<file path="config.mk">
export PLATFORM = sky130hd
export DESIGN_NAME = rf_wr_arbiter_flat
export DESIGN_NICKNAME = d
export VERILOG_FILES = /design/src/rtl/rf_wr_arbiter_if.sv /design/src/rtl/rf_wr_arbiter.sv /design/src/flat_wrapper.sv
export SDC_FILE = /design/constraint.sdc
export NUM_CORES = 1
export LEC_CHECK = 0
export BUFFER_PORTS_ARGS = -buffer_cell sky130_fd_sc_hd__buf_4
export CAP_MARGIN = 20
export CORE_MARGIN = 2
export CORE_UTILIZATION = 36
export CTS_CLUSTER_DIAMETER = 50
export DETAILED_ROUTE_END_ITERATION = 8
export HOLD_SLACK_MARGIN = 0.06
export PLACE_DENSITY_LB_ADDON = 0.1
export SLEW_MARGIN = 10
export SYNTH_ARGS = -nofsm -noshare
export SYNTH_HDL_FRONTEND = slang
export SYNTH_SLANG_ARGS = --single-unit
</file>
<file path="constraint.sdc">
create_clock -name Clk -period 2.85 [get_ports Clk]
set_input_delay 0.57 -clock Clk [delete_from_list [all_inputs] [get_ports Clk]]
set_output_delay 0.57 -clock Clk [all_outputs]
set_load 0.005 [all_outputs]
</file>
<file path="src/rtl/rf_wr_arbiter_if.sv">
// rtl/rf_wr_arbiter_if.sv - requester, hazard-query and regfile-write bundle for rf_wr_arbiter
interface rf_wr_arbiter_if;
    logic        WbReq;
    logic [4:0]  WbRd;
    logic [31:0] WbData;
    logic        WbAck;
    logic        MduReq;
    logic [4:0]  MduRd;
    logic [31:0] MduData;
    logic        MduAck;
    logic        IrqReq;
    logic [4:0]  IrqRd;
    logic [31:0] IrqData;
    logic        IrqAck;
    logic        Issue;
    logic [4:0]  IssueRd;
    logic [4:0]  RS1;
    logic [4:0]  RS2;
    logic        RS1Busy;
    logic        RS2Busy;
    logic        Stall;
    logic        RegWr;
    logic [4:0]  RD;
    logic [31:0] WData;

    modport master (
        output WbReq, WbRd, WbData, MduReq, MduRd, MduData,
        output IrqReq, IrqRd, IrqData, Issue, IssueRd, RS1, RS2,
        input  WbAck, MduAck, IrqAck, RS1Busy, RS2Busy, Stall, RegWr, RD, WData
    );

    modport slave (
        input  WbReq, WbRd, WbData, MduReq, MduRd, MduData,
        input  IrqReq, IrqRd, IrqData, Issue, IssueRd, RS1, RS2,
        output WbAck, MduAck, IrqAck, RS1Busy, RS2Busy, Stall, RegWr, RD, WData
    );
endinterface

</file>
<file path="src/rtl/rf_wr_arbiter.sv">
// rtl/rf_wr_arbiter.sv - regfile write-port arbiter with starvation guard; MDU busy scoreboard under RF_ARB_SCOREBOARD_EN
module rf_wr_arbiter #(
    parameter int STARVE_LIMIT = 4
) (
    input  logic           Clk,
    input  logic           Reset_n,
    rf_wr_arbiter_if.slave bus
);
    typedef enum logic {NORMAL = 1'b0, FORCE = 1'b1} state_t;

    localparam logic [3:0] LIMIT = 4'(STARVE_LIMIT);

    state_t      state_q, state_d;
    logic [3:0]  cnt_q, cnt_d;
    logic        ptr_q, ptr_d;        // 0: MDU wins a tie next, 1: IRQ wins a tie next
    logic        stall_q, stall_d;
    logic        regwr_q, regwr_d;
    logic [4:0]  rd_q, rd_d;
    logic [31:0] wdata_q, wdata_d;
    logic        wb_ack, mdu_ack, irq_ack, pick_irq, low_pending;

    // Grant selection, starvation tracking and next-state for the write register
    always_comb begin
        wb_ack      = 1'b0;
        mdu_ack     = 1'b0;
        irq_ack     = 1'b0;
        low_pending = bus.MduReq | bus.IrqReq;
        pick_irq    = (bus.MduReq && bus.IrqReq) ? ptr_q : bus.IrqReq;
        state_d     = state_q;
        cnt_d       = cnt_q;
        ptr_d       = ptr_q;
        stall_d     = 1'b0;
        regwr_d     = 1'b0;
        rd_d        = rd_q;
        wdata_d     = wdata_q;

        if (Reset_n) begin
            if (state_q == NORMAL && bus.WbReq) begin
                wb_ack = 1'b1;
            end else if (low_pending) begin
                mdu_ack = ~pick_irq;
                irq_ack = pick_irq;
            end
        end

        if (wb_ack) begin
            regwr_d = (bus.WbRd != 5'd0);
            rd_d    = bus.WbRd;
            wdata_d = bus.WbData;
        end else if (mdu_ack) begin
            regwr_d = (bus.MduRd != 5'd0);
            rd_d    = bus.MduRd;
            wdata_d = bus.MduData;
        end else if (irq_ack) begin
            regwr_d = (bus.IrqRd != 5'd0);
            rd_d    = bus.IrqRd;
            wdata_d = bus.IrqData;
        end

        // The pointer moves to whichever low-priority requester just lost out
        if (mdu_ack) begin
            ptr_d = 1'b1;
        end else if (irq_ack) begin
            ptr_d = 1'b0;
        end

        case (state_q)
            NORMAL: begin
                if (mdu_ack || irq_ack) begin
                    cnt_d = 4'd0;
                end else if (low_pending) begin
                    cnt_d = cnt_q + 4'd1;
                end
                if (cnt_d == LIMIT) begin
                    state_d = FORCE;
                    stall_d = 1'b1;
                end
            end
            FORCE: begin
                state_d = NORMAL;
                cnt_d   = 4'd0;
            end
        endcase
    end

    // State, counter, pointer and registered regfile write port
    always_ff @(posedge Clk or negedge Reset_n) begin
        if (!Reset_n) begin
            state_q <= NORMAL;
            cnt_q   <= 4'd0;
            ptr_q   <= 1'b0;
            stall_q <= 1'b0;
            regwr_q <= 1'b0;
            rd_q    <= 5'd0;
            wdata_q <= 32'd0;
        end else begin
            state_q <= state_d;
            cnt_q   <= cnt_d;
            ptr_q   <= ptr_d;
            stall_q <= stall_d;
            regwr_q <= regwr_d;
            rd_q    <= rd_d;
            wdata_q <= wdata_d;
        end
    end

    assign bus.WbAck  = wb_ack;
    assign bus.MduAck = mdu_ack;
    assign bus.IrqAck = irq_ack;
    assign bus.Stall  = stall_q;
    assign bus.RegWr  = regwr_q;
    assign bus.RD     = rd_q;
    assign bus.WData  = wdata_q;

`ifdef RF_ARB_SCOREBOARD_EN
    logic [31:0] busy_q, busy_d;

    // Issue marks a pending MDU destination; the MDU write-back clears it, a same-cycle issue wins
    always_comb begin
        busy_d = busy_q;
        if (mdu_ack) begin
            busy_d[bus.MduRd] = 1'b0;
        end
        if (bus.Issue && bus.IssueRd != 5'd0) begin
            busy_d[bus.IssueRd] = 1'b1;
        end
        busy_d[0] = 1'b0;
    end

    // Scoreboard storage
    always_ff @(posedge Clk or negedge Reset_n) begin
        if (!Reset_n) begin
            busy_q <= 32'd0;
        end else begin
            busy_q <= busy_d;
        end
    end

    assign bus.RS1Busy = (bus.RS1 != 5'd0) && busy_q[bus.RS1];
    assign bus.RS2Busy = (bus.RS2 != 5'd0) && busy_q[bus.RS2];
`else
    logic unused_scoreboard_inputs;
    assign unused_scoreboard_inputs = &{1'b0, bus.Issue, bus.IssueRd, bus.RS1, bus.RS2};
    assign bus.RS1Busy = 1'b0;
    assign bus.RS2Busy = 1'b0;
`endif
endmodule

</file>
<file path="src/flat_wrapper.sv">
// flat-port wrapper written by rule: the top's interface ports become plain ports
module rf_wr_arbiter_flat 
#(
    parameter int STARVE_LIMIT = 4
)
  (Clk, Reset_n, bus_WbReq, bus_WbRd, bus_WbData, bus_MduReq, bus_MduRd, bus_MduData, bus_IrqReq, bus_IrqRd, bus_IrqData, bus_Issue, bus_IssueRd, bus_RS1, bus_RS2, bus_WbAck, bus_MduAck, bus_IrqAck, bus_RS1Busy, bus_RS2Busy, bus_Stall, bus_RegWr, bus_RD, bus_WData);
  rf_wr_arbiter_if bus_i ();
  input  logic Clk;
  input  logic Reset_n;
  input wire logic [$bits(bus_i.WbReq)-1:0] bus_WbReq;
  input wire logic [$bits(bus_i.WbRd)-1:0] bus_WbRd;
  input wire logic [$bits(bus_i.WbData)-1:0] bus_WbData;
  input wire logic [$bits(bus_i.MduReq)-1:0] bus_MduReq;
  input wire logic [$bits(bus_i.MduRd)-1:0] bus_MduRd;
  input wire logic [$bits(bus_i.MduData)-1:0] bus_MduData;
  input wire logic [$bits(bus_i.IrqReq)-1:0] bus_IrqReq;
  input wire logic [$bits(bus_i.IrqRd)-1:0] bus_IrqRd;
  input wire logic [$bits(bus_i.IrqData)-1:0] bus_IrqData;
  input wire logic [$bits(bus_i.Issue)-1:0] bus_Issue;
  input wire logic [$bits(bus_i.IssueRd)-1:0] bus_IssueRd;
  input wire logic [$bits(bus_i.RS1)-1:0] bus_RS1;
  input wire logic [$bits(bus_i.RS2)-1:0] bus_RS2;
  output wire logic [$bits(bus_i.WbAck)-1:0] bus_WbAck;
  output wire logic [$bits(bus_i.MduAck)-1:0] bus_MduAck;
  output wire logic [$bits(bus_i.IrqAck)-1:0] bus_IrqAck;
  output wire logic [$bits(bus_i.RS1Busy)-1:0] bus_RS1Busy;
  output wire logic [$bits(bus_i.RS2Busy)-1:0] bus_RS2Busy;
  output wire logic [$bits(bus_i.Stall)-1:0] bus_Stall;
  output wire logic [$bits(bus_i.RegWr)-1:0] bus_RegWr;
  output wire logic [$bits(bus_i.RD)-1:0] bus_RD;
  output wire logic [$bits(bus_i.WData)-1:0] bus_WData;
  assign bus_i.WbReq = bus_WbReq;
  assign bus_i.WbRd = bus_WbRd;
  assign bus_i.WbData = bus_WbData;
  assign bus_i.MduReq = bus_MduReq;
  assign bus_i.MduRd = bus_MduRd;
  assign bus_i.MduData = bus_MduData;
  assign bus_i.IrqReq = bus_IrqReq;
  assign bus_i.IrqRd = bus_IrqRd;
  assign bus_i.IrqData = bus_IrqData;
  assign bus_i.Issue = bus_Issue;
  assign bus_i.IssueRd = bus_IssueRd;
  assign bus_i.RS1 = bus_RS1;
  assign bus_i.RS2 = bus_RS2;
  assign bus_WbAck = bus_i.WbAck;
  assign bus_MduAck = bus_i.MduAck;
  assign bus_IrqAck = bus_i.IrqAck;
  assign bus_RS1Busy = bus_i.RS1Busy;
  assign bus_RS2Busy = bus_i.RS2Busy;
  assign bus_Stall = bus_i.Stall;
  assign bus_RegWr = bus_i.RegWr;
  assign bus_RD = bus_i.RD;
  assign bus_WData = bus_i.WData;
  rf_wr_arbiter #(.STARVE_LIMIT(STARVE_LIMIT)) u_core (.Clk(Clk), .Reset_n(Reset_n), .bus(bus_i));
endmodule
</file>
# Word-level counts from Yosys, hierarchy flattened
# Index checks and enable logic that the tools add are counted.
dict set report word_totals {
  reg_bits 45
  elab_cells 47
  out_inout_bits 44
  inputBits 132
}
dict set report op_classes {
  n_eq_ne 1
  reduce_logical 8
  bitwise_logic 3
  mux 27
  n_addsub 1
}
# operator n
set op_table {}
lappend op_table {{two-way mux 32 bit} 3}
lappend op_table {{two-way mux 1 bit} 16}
lappend op_table {{two-way mux 5 bit} 3}
lappend op_table {{nonzero test 5 bit} 3}
lappend op_table {{two-way mux 4 bit} 3}
lappend op_table {{one-hot mux 4 bit (2 select lines)} 1}
lappend op_table {{adder 4 x 1 -> 4 bit, second input constant} 1}
lappend op_table {{equality test 4 x 3 -> 1 bit, second input constant} 1}
lappend op_table {{nonzero test 3 bit} 1}
lappend op_table {{logical AND 1 bit} 2}
lappend op_table {{NOT 1 bit} 2}
lappend op_table {{one-hot mux 1 bit (2 select lines)} 1}
lappend op_table {{nonzero test 2 bit} 1}
lappend op_table {{logical OR 1 bit} 1}
lappend op_table {{bitwise OR 1 bit} 1}

# Logic depth before layout (Yosys ltp)
dict set report depth {
  depth_word 12
  depth_mapped 7
  mapped_depth_nobuf 5
}

# Least setup slack after synthesis
# OpenSTA, ideal clock, no wires.
dict set report synth_path {
  path_type {in2out}
  start {input bus_WbReq}
  end {output bus_WbAck}
  t_required_ps 2280
  arrival_ps 1165
  cell_stages 4
  slack_ps 1115
  n_path_buf 1
  path_cell_list {nor2b_2 > nand2_2 > inv_2 > buf_2}
}
dict set report synth_between {
  elab_chain_len 3
}
# item line
set synth_lines {}
lappend synth_lines {{start, declared} flat_wrapper.sv:10} ;# input wire logic [$bits(bus_i.WbReq)-1:0] bus_WbReq;
lappend synth_lines {{logical AND 1 bit} rf_wr_arbiter.sv:38} ;# if (state_q == NORMAL && bus.WbReq) begin
lappend synth_lines {{two-way mux 1 bit} rf_wr_arbiter.sv:38}
lappend synth_lines {{two-way mux 1 bit} rf_wr_arbiter.sv:37} ;# if (Reset_n) begin
lappend synth_lines {{end, declared} flat_wrapper.sv:23} ;# output wire logic [$bits(bus_i.WbAck)-1:0] bus_WbAck;
# Every way passes these cells.

==> run_results.csv <==
group,metric,value,unit
grt,grt_usage,0.205,
worst_setup_path,crit_path_end_kind,"output port",
sta,max_slew.worst_pin.slew,943,ps
die,core,0.00635,mm²
sta,setup_tns,0,ps
power,p_per_area,587,mW/mm²
worst_setup_path,crit_arrival,1590,ps
worst_setup_path,required,2280,ps
sta,rsz0062_at_grt,"no",
grt,grt_start_max_net_pins,22,
power,seqPwrFrac,0.404,
die,io_pins,176,
power,clkPwrFrac,0.238,
clock_tree,clockRootBuffer,"clkbuf_8",
logic_synthesis,synth_edf_count,0,
detailed_routing,drt_iter0_drc,132,
worst_setup_path,cpPeakStageDelay,420,ps
grt,antenna_found_initial,0,
clock_tree,cts_tree,"done",
layout,fin_nets,529,
logic_synthesis,synth_flop_cell,"dfrtp_1",
clock_tree,clock_latency,300,ps
detailed_routing,ant_nets,0,
worst_setup_path,reg2reg_slack,1120,ps
clock_tree,clkTransAtPathRegs,90,ps
clock_tree,cts_htree_levels,2,
logic_synthesis,ys_warn_count,0,
die,start_util,0.372,
power,pwr-share-comb,0.358,
placed_design,dp.cells,466,
logic_synthesis,seq_area_frac_synth,0.466,
layout,fin_area,0.00367,mm²
placed_design,io_buffers,157,
clock_tree,cts_sinks,44,
sta,maxSlewViolCount,0,
worst_setup_path,cp_max_fo,18,
grt,grt_pass1_vias,2412,
power,p_int,1500,µW
sta,period_share,0.757,
logic_synthesis,synth_top_area_frac,0.466,
status,status,"complete, no violations",
power,sw_frac_of_total,0.305,
logic_synthesis,synth_top_area_cell,"dfrtp_1",
placed_design,routabilityCongestion,0.791,
layout,finish.utilization,0.578,
clock_tree,ctsHoldBuffers,0,
die,rows,29,
clock_tree,cts_buffers,5,
layout,fill_cells,607,
worst_setup_path,crit_type,"reg -> out",
die,die-area,0.00722,mm²
logic_synthesis,netlist_area,0.00236,mm²
detailed_routing,via_count,2393,
logic_synthesis,synth_area_leaders,"dfrtp_1, mux2i_1, a22oi_1",
worst_setup_path,worstPathCellList,"nor2b_2, nand2_2, inv_2, buf_4",
layout,layout-drive-gt1-share,0.456,
power,p_leak,0.00181,µW
detailed_routing,drc,0,
layout,final_common_cell,"buf_4",
detailed_routing,routed_via_density,5.05,
clock_tree,clockBufferDepth,2,
grt,grt_overflow,0,
sta,finalHoldViolations,0,
worst_setup_path,crit_slowest_cell,"dfrtp_1",
sta,skew,9.34,ps
detailed_routing,routedWlPerCell,15.5,µm
detailed_routing,finalWirelength,7350,µm
job,drv_cap,0,
min_path,hold_class,"in -> async",
layout,stdcell_count,474,
power,vdd_drop_max,0.000360,V
logic_synthesis,async_flop_share,1.00,
logic_synthesis,synthDistinctLibCells,39,
sta,setup_violations,0,
logic_synthesis,syn_inst,244,
sta,fin_crit,2160,ps
die,die_h,85.0,µm
placed_design,placed_area,0.00355,mm²
clock_tree,cts_setup_buffers,0,
die,dieWidth,85.0,µm
layout,areaGrowthSynthToFinish,55.3,%
worst_setup_path,cp-start-kind,"flip-flop",
logic_synthesis,ys_seq_elements,44,
layout,final_cell_mix,"buf_4, dfrtp_1, nand2_1, o21ai_0",
placed_design,dp_hpwl,5550,µm
grt,grt_first_pass_wirelength,11900,µm
logic_synthesis,synth.avg_cell_area,9.68,µm²
clock_tree,cts_resized,0,
sta,fmax,464,MHz
sta,relSlewSlack,0.369,
power,p_sw,658,µW
layout,diodes,0,
detailed_routing,first_pass_iters,4,
-- final cells by class --
class / instances / area [µm²] / share of cell area
clock inverter: 2 / 38.8 / 0.0106
tap: 77 / 96.3 / 0.0263
timing repair buffer: 162 / 1220 / 0.332
clock buffer: 6 / 82.6 / 0.0225
sequential: 44 / 1100 / 0.300
inverter: 2 / 7.51 / 0.00205
multi-input combinational: 181 / 1120 / 0.307
-- sequential cells by signal (all words and copies together), names as in the netlist --
register,flops
u_core.cnt_q,4
u_core.ptr_q,1
u_core.bus.Stall,1
u_core.bus.RegWr,1
u_core.bus.WData,32
u_core.bus.RD,5
-- cell usage after synthesis (3+ instances only) --
cell	instances
dfrtp_1	44
nand2_1	36
o21ai_0	22
a22oi_1	21
mux2i_1	21
a31oi_1	13
o22ai_1	13
nor2_1	8
o21ai_1	7
buf_2	6
a21oi_1	5
buf_4	5
buf_6	5
a211oi_1	3
nor2b_1	3
nor3_1	3
-- per-stage QoR --
| step | hold slack [ps] | setup slack, ps | power [µW] |
|---|---|---|---|
| after floorplan | 274 | 1110 | 1250 |
| after global placement | 456 | 726 | 1650 |
| after detailed placement | 455 | 697 | 1660 |
| after CTS | 124 | 664 | 2180 |
| after global routing | 136 | 555 | 2300 |
| final | 130 | 693 | 2150 |
-- power groups by stage --
| stage | combinational (µW) | clock [µW] | sequential, µW |
|---|---|---|---|
| after floorplan | 367 | 0 | 884 |
| after global placement | 770 | 0 | 877 |
| after detailed placement | 785 | 0 | 879 |
| after CTS | 786 | 528 | 868 |
| after global routing | 858 | 549 | 891 |
| final | 771 | 511 | 870 |
-- layer usage --
layer | vias up | track usage | part of all wire | wire, µm
met5 | - | 0 | 0 | 0
met4 | 0 | 0.0548 | 0.012 | 86
met3 | 7 | 0.0360 | 0.052 | 382
met2 | 66 | 0.355 | 0.52 | 3860
met1 | 1128 | 0.265 | 0.41 | 3030
li1 | 1192 | - | - | -
-- critical path: cells and delay by family, from the launching register on --
| family | cells | cell delay, ps |
|---|---|---|
| and+or+nand+nor | 2 | 460 |
| buffers and inverters | 2 | 410 |
| DFF | 1 | 420 |
-- kinds of logic (layout without fill, tap and decap cells) --
group | after synthesis | count (layout) | synth area share
other | 1 | 2 | 0.00159
buffers and inverters | 20 | 172 | 0.0588
AOI/OAI and AO/OA | 90 | 90 | 0.240
xor gates and xnor gates | 3 | 3 | 0.0111
DFF | 44 | 44 | 0.466
muxes | 21 | 21 | 0.0890
and+or+nand+nor | 64 | 64 | 0.128
adders and majority gates | 1 | 1 | 0.00530
-- path summary, 6_finish.rpt --
| path | cells past startpoint | end | start |
|---|---|---|---|
| min | 1 | u_core.ptr_q$_DFFE_PN0P_ | Reset_n |
| max in group asynchronous | 2 | u_core.cnt_q[0]$_DFF_PN0_ | Reset_n |
| max | 4 | bus_WbAck | u_core.bus.Stall$_DFF_PN0_ |
| min in group Clk | 3 | u_core.bus.WData[22]$_DFFE_PN0P_ | bus_WbData[22] |
| min reg2reg | 2 | u_core.bus.WData[26]$_DFFE_PN0P_ | u_core.bus.WData[26]$_DFFE_PN0P_ |
| max reg2reg | 5 | u_core.bus.RD[0]$_DFFE_PN0P_ | u_core.ptr_q$_DFFE_PN0P_ |
(Power assumes the default switching activity.)
